### src/rtl/dm_arbiter_if.sv
// Request/grant/read-data bundle for the two memory requesters plus the
// single-port memory side of the dm_arbiter.
interface dm_arbiter_if #(
  parameter int ADDR_W = 7,
  parameter int DATA_W = 8
);
  logic              spi_req;
  logic              spi_we;
  logic [ADDR_W-1:0] spi_addr;
  logic [DATA_W-1:0] spi_wdata;
  logic              spi_gnt;
  logic [DATA_W-1:0] spi_rdata;
  logic              spi_rvalid;

  logic              host_req;
  logic              host_we;
  logic [ADDR_W-1:0] host_addr;
  logic [DATA_W-1:0] host_wdata;
  logic              host_gnt;
  logic [DATA_W-1:0] host_rdata;
  logic              host_rvalid;

  logic [ADDR_W-1:0] mem_addr;
  logic              mem_we;
  logic [DATA_W-1:0] mem_wdata;
  logic [DATA_W-1:0] mem_rdata;

  modport slave (
    input  spi_req, spi_we, spi_addr, spi_wdata,
    input  host_req, host_we, host_addr, host_wdata,
    input  mem_rdata,
    output spi_gnt, spi_rdata, spi_rvalid,
    output host_gnt, host_rdata, host_rvalid,
    output mem_addr, mem_we, mem_wdata
  );

  modport master (
    output spi_req, spi_we, spi_addr, spi_wdata,
    output host_req, host_we, host_addr, host_wdata,
    output mem_rdata,
    input  spi_gnt, spi_rdata, spi_rvalid,
    input  host_gnt, host_rdata, host_rvalid,
    input  mem_addr, mem_we, mem_wdata
  );
endinterface

### src/rtl/dm_arbiter.sv
// Round-robin arbiter sharing one registered single-port memory between an
// SPI requester and a host requester; one access per cycle, registered outputs.
module dm_arbiter #(
  parameter int ADDR_W = 7,
  parameter int DATA_W = 8
) (
  input  logic        clk,
  input  logic        rst_n,
  dm_arbiter_if.slave bus
);

  typedef enum logic [1:0] {IDLE, GNT_SPI, GNT_HOST} state_e;
  typedef enum logic {WIN_SPI, WIN_HOST} win_e;

  state_e            state_q, state_d;
  win_e              last_win_q, last_win_d;
  logic [ADDR_W-1:0] mem_addr_q, mem_addr_d;
  logic              mem_we_q, mem_we_d;
  logic [DATA_W-1:0] mem_wdata_q, mem_wdata_d;
  logic              spi_rvalid_q, spi_rvalid_d;
  logic              host_rvalid_q, host_rvalid_d;
  logic              pick_spi, pick_host;

  // NOTE: every signal written here gets a default first, so no path through
  // the block leaves a value unassigned and no latch is inferred.
  always_comb begin
    pick_spi      = 1'b0;
    pick_host     = 1'b0;
    state_d       = IDLE;
    last_win_d    = last_win_q;
    mem_addr_d    = '0;
    mem_we_d      = 1'b0;
    mem_wdata_d   = '0;
    spi_rvalid_d  = (state_q == GNT_SPI)  && !mem_we_q;
    host_rvalid_d = (state_q == GNT_HOST) && !mem_we_q;

    // The requester in its grant cycle still holds req; only the other side may win.
    case (state_q)
      GNT_SPI:  pick_host = bus.host_req;
      GNT_HOST: pick_spi  = bus.spi_req;
      default: begin
        if (bus.spi_req && bus.host_req) begin
          pick_spi  = (last_win_q == WIN_HOST);
          pick_host = !pick_spi;
        end else begin
          pick_spi  = bus.spi_req;
          pick_host = bus.host_req;
        end
      end
    endcase

    if (pick_spi) begin
      state_d     = GNT_SPI;
      last_win_d  = WIN_SPI;
      mem_addr_d  = bus.spi_addr;
      mem_we_d    = bus.spi_we;
      mem_wdata_d = bus.spi_wdata;
    end else if (pick_host) begin
      state_d     = GNT_HOST;
      last_win_d  = WIN_HOST;
      mem_addr_d  = bus.host_addr;
      mem_we_d    = bus.host_we;
      mem_wdata_d = bus.host_wdata;
    end
  end

  // NOTE: state registers use non-blocking assignments so every flop samples
  // the pre-edge values, independent of process ordering.
  always_ff @(posedge clk) begin
    if (!rst_n) begin
      state_q       <= IDLE;
      last_win_q    <= WIN_HOST;
      mem_addr_q    <= '0;
      mem_we_q      <= 1'b0;
      mem_wdata_q   <= '0;
      spi_rvalid_q  <= 1'b0;
      host_rvalid_q <= 1'b0;
    end else begin
      state_q       <= state_d;
      last_win_q    <= last_win_d;
      mem_addr_q    <= mem_addr_d;
      mem_we_q      <= mem_we_d;
      mem_wdata_q   <= mem_wdata_d;
      spi_rvalid_q  <= spi_rvalid_d;
      host_rvalid_q <= host_rvalid_d;
    end
  end

  assign bus.spi_gnt     = (state_q == GNT_SPI);
  assign bus.host_gnt    = (state_q == GNT_HOST);
  assign bus.mem_addr    = mem_addr_q;
  assign bus.mem_we      = mem_we_q;
  assign bus.mem_wdata   = mem_wdata_q;
  assign bus.spi_rvalid  = spi_rvalid_q;
  assign bus.host_rvalid = host_rvalid_q;
  // Memory read data arrives the cycle after the address; gate it so rdata is zero otherwise.
  assign bus.spi_rdata   = spi_rvalid_q  ? bus.mem_rdata : '0;
  assign bus.host_rdata  = host_rvalid_q ? bus.mem_rdata : '0;

endmodule

### src/flat_wrapper.sv
// flat-port wrapper written by rule: the top's interface ports become plain ports
module dm_arbiter_flat 
#(
  parameter int ADDR_W = 7,
  parameter int DATA_W = 8
)
  (clk, rst_n, bus_spi_req, bus_spi_we, bus_spi_addr, bus_spi_wdata, bus_host_req, bus_host_we, bus_host_addr, bus_host_wdata, bus_mem_rdata, bus_spi_gnt, bus_spi_rdata, bus_spi_rvalid, bus_host_gnt, bus_host_rdata, bus_host_rvalid, bus_mem_addr, bus_mem_we, bus_mem_wdata);
  dm_arbiter_if #(.ADDR_W(ADDR_W), .DATA_W(DATA_W)) bus_i ();
  input  logic clk;
  input  logic rst_n;
  input wire logic [$bits(bus_i.spi_req)-1:0] bus_spi_req;
  input wire logic [$bits(bus_i.spi_we)-1:0] bus_spi_we;
  input wire logic [$bits(bus_i.spi_addr)-1:0] bus_spi_addr;
  input wire logic [$bits(bus_i.spi_wdata)-1:0] bus_spi_wdata;
  input wire logic [$bits(bus_i.host_req)-1:0] bus_host_req;
  input wire logic [$bits(bus_i.host_we)-1:0] bus_host_we;
  input wire logic [$bits(bus_i.host_addr)-1:0] bus_host_addr;
  input wire logic [$bits(bus_i.host_wdata)-1:0] bus_host_wdata;
  input wire logic [$bits(bus_i.mem_rdata)-1:0] bus_mem_rdata;
  output wire logic [$bits(bus_i.spi_gnt)-1:0] bus_spi_gnt;
  output wire logic [$bits(bus_i.spi_rdata)-1:0] bus_spi_rdata;
  output wire logic [$bits(bus_i.spi_rvalid)-1:0] bus_spi_rvalid;
  output wire logic [$bits(bus_i.host_gnt)-1:0] bus_host_gnt;
  output wire logic [$bits(bus_i.host_rdata)-1:0] bus_host_rdata;
  output wire logic [$bits(bus_i.host_rvalid)-1:0] bus_host_rvalid;
  output wire logic [$bits(bus_i.mem_addr)-1:0] bus_mem_addr;
  output wire logic [$bits(bus_i.mem_we)-1:0] bus_mem_we;
  output wire logic [$bits(bus_i.mem_wdata)-1:0] bus_mem_wdata;
  assign bus_i.spi_req = bus_spi_req;
  assign bus_i.spi_we = bus_spi_we;
  assign bus_i.spi_addr = bus_spi_addr;
  assign bus_i.spi_wdata = bus_spi_wdata;
  assign bus_i.host_req = bus_host_req;
  assign bus_i.host_we = bus_host_we;
  assign bus_i.host_addr = bus_host_addr;
  assign bus_i.host_wdata = bus_host_wdata;
  assign bus_i.mem_rdata = bus_mem_rdata;
  assign bus_spi_gnt = bus_i.spi_gnt;
  assign bus_spi_rdata = bus_i.spi_rdata;
  assign bus_spi_rvalid = bus_i.spi_rvalid;
  assign bus_host_gnt = bus_i.host_gnt;
  assign bus_host_rdata = bus_i.host_rdata;
  assign bus_host_rvalid = bus_i.host_rvalid;
  assign bus_mem_addr = bus_i.mem_addr;
  assign bus_mem_we = bus_i.mem_we;
  assign bus_mem_wdata = bus_i.mem_wdata;
  dm_arbiter #(.ADDR_W(ADDR_W), .DATA_W(DATA_W)) u_core (.clk(clk), .rst_n(rst_n), .bus(bus_i));
endmodule
### config.mk
export PLATFORM = sky130hd
export DESIGN_NAME = dm_arbiter_flat
export DESIGN_NICKNAME = d
export VERILOG_FILES = /design/src/rtl/dm_arbiter_if.sv /design/src/rtl/dm_arbiter.sv /design/src/flat_wrapper.sv
export SDC_FILE = /design/constraint.sdc
export NUM_CORES = 1
export LEC_CHECK = 0
export BUFFER_PORTS_ARGS = -buffer_cell sky130_fd_sc_hd__buf_2
export CAP_MARGIN = 20
export CORE_ASPECT_RATIO = 0.75
export CORE_MARGIN = 3
export CORE_UTILIZATION = 31
export CTS_BUF_LIST = sky130_fd_sc_hd__clkbuf_2 sky130_fd_sc_hd__clkbuf_4 sky130_fd_sc_hd__clkbuf_8
export DETAILED_ROUTE_END_ITERATION = 10
export PLACE_DENSITY = 0.68
export SETUP_SLACK_MARGIN = 0.15
export SKIP_CTS_REPAIR_TIMING = 1
export SYNTH_ARGS = -nofsm -noshare
export SYNTH_HDL_FRONTEND = slang
export SYNTH_SLANG_ARGS = --single-unit
export TNS_END_PERCENT = 20
### constraint.sdc
create_clock -name clk -period 1.7 [get_ports clk]
set_clock_uncertainty 0.2 [all_clocks]
set_input_delay 0 -clock clk [delete_from_list [all_inputs] [get_ports clk]]
set_output_delay 0 -clock clk [all_outputs]
set_load 0.1 [all_outputs]
==> run summary, run 1 <==
Relative slew margins: 67.1%
Reg-to-reg startpoint: u_core.state_q[0]
Longest Clk Path Bufs: 2
Initial antenna violation count: 0
Synth cell types: 18
H-tree depth: 1
Cells after synthesis: 105
I/O pin cnt: 80
Placeable Area: 2780 µm²
Final number of max-transition violations: 0
CP Max Fanout: 7
Setup total negative slack: 0 ns
Die Wd: 70.4 µm
CP max stage delay: 0.35 ns
Max Clock Freq: 665 MHz
Sequential Power Share: 34.6%
Worst path bufs/invs: 2
GRT Resource Usage Total: 13.7%
Clk slew on worst S/H paths: 0.07 ns
Worst-Skew Late Latency: 0.25 ns
Max cap viols: 0
Pleak: 0.980 nW
First-pass GRT wire length: 4140 µm
Syn_nets: 152
Placed Cells incl. Taps: 218
Net Switching: 0.696 mW
Vias in the first global route: 935
Antenna-violating nets left: 0
Avg Cell Area, Syn: 9.19 µm²
RD Place Congestion: 0.793
Largest net degree at the start of global routing: 21
Clk sink count: 21
Top sig layer: met4
Pwr/cell area: 872 nW/µm²
Peak VDD IR: 0.637 mV
Hold Crit Depth: 3
Clk network pwr share: 20.0%
Share of cells above drive strength 1: 50.7%
Num CTS Buffers: 3
Final setup fails: 0
WL met1: 1170 µm
Worst setup path class: reg -> reg
DRT iter0 DRCs: 38
Fin. Hold Viols: 1
Vias: 1110
Int Power: 0.914 mW
Min Tclk post-route: 1.50 ns
Worst Tran Pin Value: 0.497 ns
Status: complete, but fails checks
Most frequent cells in the layout: buf_2, dlygate4sd3_1, nand2_1, dfxtp_1
DRC: 0
Total congestion overflow: 0
Met2 wire length: 1650 µm
Drt pass-1 iters: 4
Final worst-path cycle share: 88.5%
Crit path required time: 1.68 ns
Met3 Wirelength: 375 µm
Final net count: 269
DP HPWL: 2160 µm
Min-Delay Path Class: in -> reg
Comb pwr share: 45.4%
WL per Instance: 12.4 µm
Syn Std Cell Area: 965 µm²
Crit path DAT: 1.49 ns
Register bit total from synthesis: 21
Diodes inserted: 0
Buffers on Ports: 79
CP delay by family, top: flip-flops
Post-Layout Cell Count: 257
Synth area leaders: dfxtp_1, mux2i_1, nand2_1
Synth top area share: 43.6%
Crit. End Element: register
Initial Util: 34.7%
Die area: 3820 µm²
Area leader, netlist: dfxtp_1
Sequential share of the synthesized area: 43.6%
RSZ-0062 raised after global routing: true
DR vias/cell: 4.32
Reg2reg end: u_core.bus.mem_wdata[2]
Slowest CP cell: dfxtp_2
CP startpoint kind: register
Worst Hold End: u_core.last_win_q
Hold_sp: rst_n
Cells along the critical path: inv_2 -> ha_4 -> o21ai_4 -> nor2_4 -> buf_6 -> mux2i_1
Row cnt: 16
Hold Worst Slack: -0.0120 ns
Most common cell after layout, fill and taps aside: buf_2
Root buffer cell: clkbuf_8
Switching Fraction: 43.2%
Yosys warns: 0
Failing checks: negative hold slack
CTS tree: built
Synth-to-Final Area Change: 91.4%
Reg2Reg Setup Slack: 0.20 ns
WL final: 3190 µm
Worst reg-to-reg path cell count: 6
Chip height: 54.3 µm
per-stage QoR:
step                      cell area, µm²  hold slack, ns  setup slack (ns)  util [%]  total power, mW
after global placement              1440          0.0446            0.0896      51.8             1.21
after detailed placement            1440          0.0482          -0.00402      51.8             1.22
final                               1850         -0.0120             0.196      66.4             1.61
after global routing                1850         0.00853            0.0807      66.4             1.68
after CTS                           1490          -0.234          -0.00366      53.4             1.54
after floorplan                     1020         -0.0612            -0.130         -             1.11
sequential cells by signal, indices dropped and copies added, names as in the netlist:
signal	count
u_core.bus.mem_wdata	8
u_core.bus.mem_addr	7
u_core.state_q	2
u_core.last_win_q	1
u_core.bus.mem_we	1
u_core.bus.spi_rvalid	1
u_core.bus.host_rvalid	1
cell usage after synthesis:
cell and count:
nand2_1 32, dfxtp_1 21, and2_1 17, mux2i_1 16, ha_1 3, and3b_1 2, clkbuf_1 2, inv_1 2
and2b_1 1, buf_12 1, buf_2 1, buf_4 1, nor2_1 1, nor2_4 1, nor3b_2 1, o211a_1 1
o21ai_0 1, o21ai_1 1
metal layers:
layer	GRT usage (%)	up-vias
met5	0	-
met4	0.955	0
met1	15.1	485
met3	7.52	2
met2	24.7	57
li1	-	566
power groups by stage:
stage | registers (mW) | logic (mW) | clock network [mW]
6_report | 0.557 | 0.731 | 0.322
5_1_grt | 0.562 | 0.764 | 0.350
4_1_cts | 0.558 | 0.655 | 0.332
3_5_place_dp | 0.569 | 0.654 | 0
3_3_place_gp | 0.567 | 0.645 | 0
2_1_floorplan | 0.844 | 0.262 | 0
worst min-delay path, cell delays in order:
cell     delay, ns
buf_2         0.12
buf_4         0.20
o21ai_0       0.08
layout make-up:
class	instances	area (µm²)
Fill cell	213	936
Sequential cell	21	423
Clock buffer	3	41.3
Timing Repair Buffer	117	771
Tap cell	36	45.0
Inverter	2	7.51
Multi-Input combinational cell	77	554
Clock inverter	1	5.00
cells by family after synthesis:
family | after synthesis | share of synthesized area [%]
muxes | 16 | 16.6
DFF | 21 | 43.6
adders and majority gates | 3 | 3.89
and+or+nand+nor | 55 | 28.9
AOI/OAI and AO/OA | 3 | 2.07
buffers and inverters | 7 | 4.93
worst max path at each step:
stage / startpoint / to / slack (ns) / cells past startpoint
final: u_core.state_q[0] / u_core.bus.mem_wdata[2] / 0.20 / 6
after global routing: u_core.state_q[0] / u_core.bus.mem_wdata[2] / 0.08 / 6
after CTS: u_core.state_q[0] / u_core.bus.mem_addr[3] / -0.004 / 5
after detailed placement: u_core.state_q[0] / u_core.bus.mem_addr[3] / -0.004 / 5
after global placement: u_core.state_q[0] / u_core.bus.mem_addr[2] / 0.09 / 5
after floorplan: u_core.bus.spi_rvalid / bus_spi_rdata[0] / -0.13 / 1
No activity file was read; power rests on OpenSTA's default activity.
==> inputs of run 2 (changes only) <==
--- a/config.mk
+++ b/config.mk
@@ -5,14 +5,14 @@
 export SDC_FILE = /design/constraint.sdc
 export NUM_CORES = 1
 export LEC_CHECK = 0
-export BUFFER_PORTS_ARGS = -buffer_cell sky130_fd_sc_hd__buf_2
 export CAP_MARGIN = 20
 export CORE_ASPECT_RATIO = 0.75
 export CORE_MARGIN = 3
 export CORE_UTILIZATION = 31
 export CTS_BUF_LIST = sky130_fd_sc_hd__clkbuf_2 sky130_fd_sc_hd__clkbuf_4 sky130_fd_sc_hd__clkbuf_8
 export DETAILED_ROUTE_END_ITERATION = 10
-export PLACE_DENSITY = 0.68
+export DONT_BUFFER_PORTS = 1
+export PLACE_DENSITY = 0.45
 export SETUP_SLACK_MARGIN = 0.15
 export SKIP_CTS_REPAIR_TIMING = 1
 export SYNTH_ARGS = -nofsm -noshare
==> run summary, run 2 (same netlist as run 1, synthesis figures left out) <==
Final number of max-transition violations: 0 (unchanged)
Clk network pwr share: 20.3% (+0.3 points)
Switching Fraction: 42.1% (-1.2 points)
H-tree depth: 1 (unchanged)
Pwr/cell area: 809 nW/µm² (-7.2%)
RD Place Congestion: 0.690 (-13%)
Drt pass-1 iters: 3 (-1)
Most common cell after layout, fill and taps aside: dlygate4sd3_1
Hold Worst Slack: -0.366 ns (-0.354 ns)
Share of cells above drive strength 1: 35.6% (-15 points)
CP Max Fanout: 16 (+9)
RSZ-0062 raised after global routing: true
I/O pin cnt: 80 (unchanged)
Comb pwr share: 45.9% (+0.5 points)
GRT Resource Usage Total: 12.3% (-1.4 points)
CP startpoint kind: register
Sequential Power Share: 33.9% (-0.7 points)
Vias: 994 (-10%)
Max reg flops: 8 (unchanged)
Vias in the first global route: 744 (-20%)
Row cnt: 16 (unchanged)
Relative slew margins: 81.1% (+14 points)
Root buffer cell: clkbuf_8
Buffers on Ports: 0 (-100%)
DRC: 0 (unchanged)
Min Tclk post-route: 1.50 ns (+0.00100 ns)
Crit path required time: 1.69 ns (about the same)
Final net count: 236 (-12%)
Failing checks: negative hold slack
Fillers: 198 (-7.0%)
Max cap viols: 0 (unchanged)
Diodes inserted: 0 (unchanged)
DR vias/cell: 4.44 (+2.7%)
Pleak: 0.872 nW (-11%)
Placeable Area: 2780 µm² (unchanged)
Max Clock Freq: 665 MHz (about the same)
Int Power: 0.956 mW (+4.6%)
Setup total negative slack: 0 ns (unchanged)
WL per Instance: 14.2 µm (+14%)
Die Wd: 70.4 µm (unchanged)
Total congestion overflow: 0 (unchanged)
Worst-Skew Late Latency: 0.26 ns (about the same)
Worst Tran Pin Value: 0.286 ns (-0.211 ns)
CTS tree: built
First-pass GRT wire length: 3590 µm (-13%)
DRT iter0 DRCs: 11 (-71%)
DP HPWL: 2030 µm (-5.9%)
WL final: 3180 µm (-0.44%)
Longest Clk Path Bufs: 2 (unchanged)
Net Switching: 0.693 mW (-0.42%)
Clk sink count: 21 (unchanged)
Worst setup path class: reg -> reg
Initial Util: 34.7% (unchanged)
Crit path DAT: 1.49 ns (about the same)
Status: complete, but fails checks
Multi-input gate area in the final layout: 554 µm² (unchanged)
Num CTS Buffers: 3 (unchanged)
Fin. Hold Viols: 21 (+20)
Clk slew on worst S/H paths: 0.07 ns (about the same)
Most frequent cells in the layout: dlygate4sd3_1, nand2_1, buf_4, dfxtp_1, buf_12
Crit. End Element: register
Final setup fails: 0 (unchanged)
Chip height: 54.3 µm (unchanged)
Die area: 3820 µm² (unchanged)
Synth-to-Final Area Change: 111%
Min-Delay Path Class: in -> reg
Final worst-path cycle share: 88.5% (about the same)
Initial antenna violation count: 0 (unchanged)
Register area: 424 µm² (+0.30%)
Peak VDD IR: 0.566 mV (-11%)
Antenna-violating nets left: 0 (unchanged)
Largest net degree at the start of global routing: 22 (+4.8%)
-- run 2: cell count changes in the layout (fill, tap and decap cells not counted), sizes merged --
cell,before,now
clkinv,1,0
buf,84,38
dlygate4sd3,33,46
clkinvlp,0,1
-- run 2: per-layer routing --
metal / global-route usage (%) / share of wire [%] / vias up / routed length, µm
met5: 0 / 0 / - / 0
met4: 4.78 / 0.72 / 0 / 23
met3: 4.04 / 6.8 / 3 / 217
met2: 22.4 / 54 / 42 / 1720
met1: 13.8 / 38 / 450 / 1220
li1: - / - / 499 / -
-- run 2: path summary, 6_finish.rpt --
kind | start | endpoint | slack [ns] | cells after the start
setup / recovery | u_core.state_q[0] | u_core.bus.mem_wdata[1] | 0.20 | 6
hold / removal | rst_n | u_core.last_win_q | -0.37 | 1
setup reg to reg | u_core.state_q[0] | u_core.bus.mem_wdata[1] | 0.20 | 6
hold reg to reg | u_core.bus.mem_we | u_core.bus.spi_rvalid | 0.34 | 1
-- run 2: worst max-delay path: stages, from the launching register on --
cell     delay, ns
dfxtp_2       0.35
inv_2         0.05
ha_4          0.27
o21ai_4       0.06
nor2_4        0.11
buf_12        0.17
mux2i_1       0.21
-- run 2: per-stage QoR --
stage | instance area (µm²) | worst slack [ns] | util, % | instances | power (mW)
2_1_floorplan | 1020 | -0.130 | - | 105 | 1.11
3_3_place_gp | 1510 | 0.0769 | 54.4 | 173 | 1.23
3_5_place_dp | 1510 | -0.00641 | 54.4 | 173 | 1.24
4_1_cts | 1560 | -0.0446 | 56.1 | 177 | 1.57
5_1_grt | 2040 | 0.127 | 73.2 | 224 | 1.72
6_report | 2040 | 0.195 | 73.2 | 224 | 1.65
-- run 2: layout make-up --
type / count / share of cell area [%]
Clock inverter: 1 / 0.368
Tap cell: 36 / 2.21
Multi-Input combinational cell: 77 / 27.2
Timing Repair Buffer: 84 / 47.0
Inverter: 2 / 0.368
Sequential cell: 21 / 20.8
Clock buffer: 3 / 2.03
-- run 2: power by group through the flow --
stage               Combinational (mW)  Clock, mW  Sequential, mW
floorplan                        0.262          0           0.844
global placement                 0.658          0           0.569
detailed placement               0.664          0           0.571
CTS                              0.665      0.342           0.559
global route                     0.786      0.366           0.565
finish                           0.756      0.334           0.559
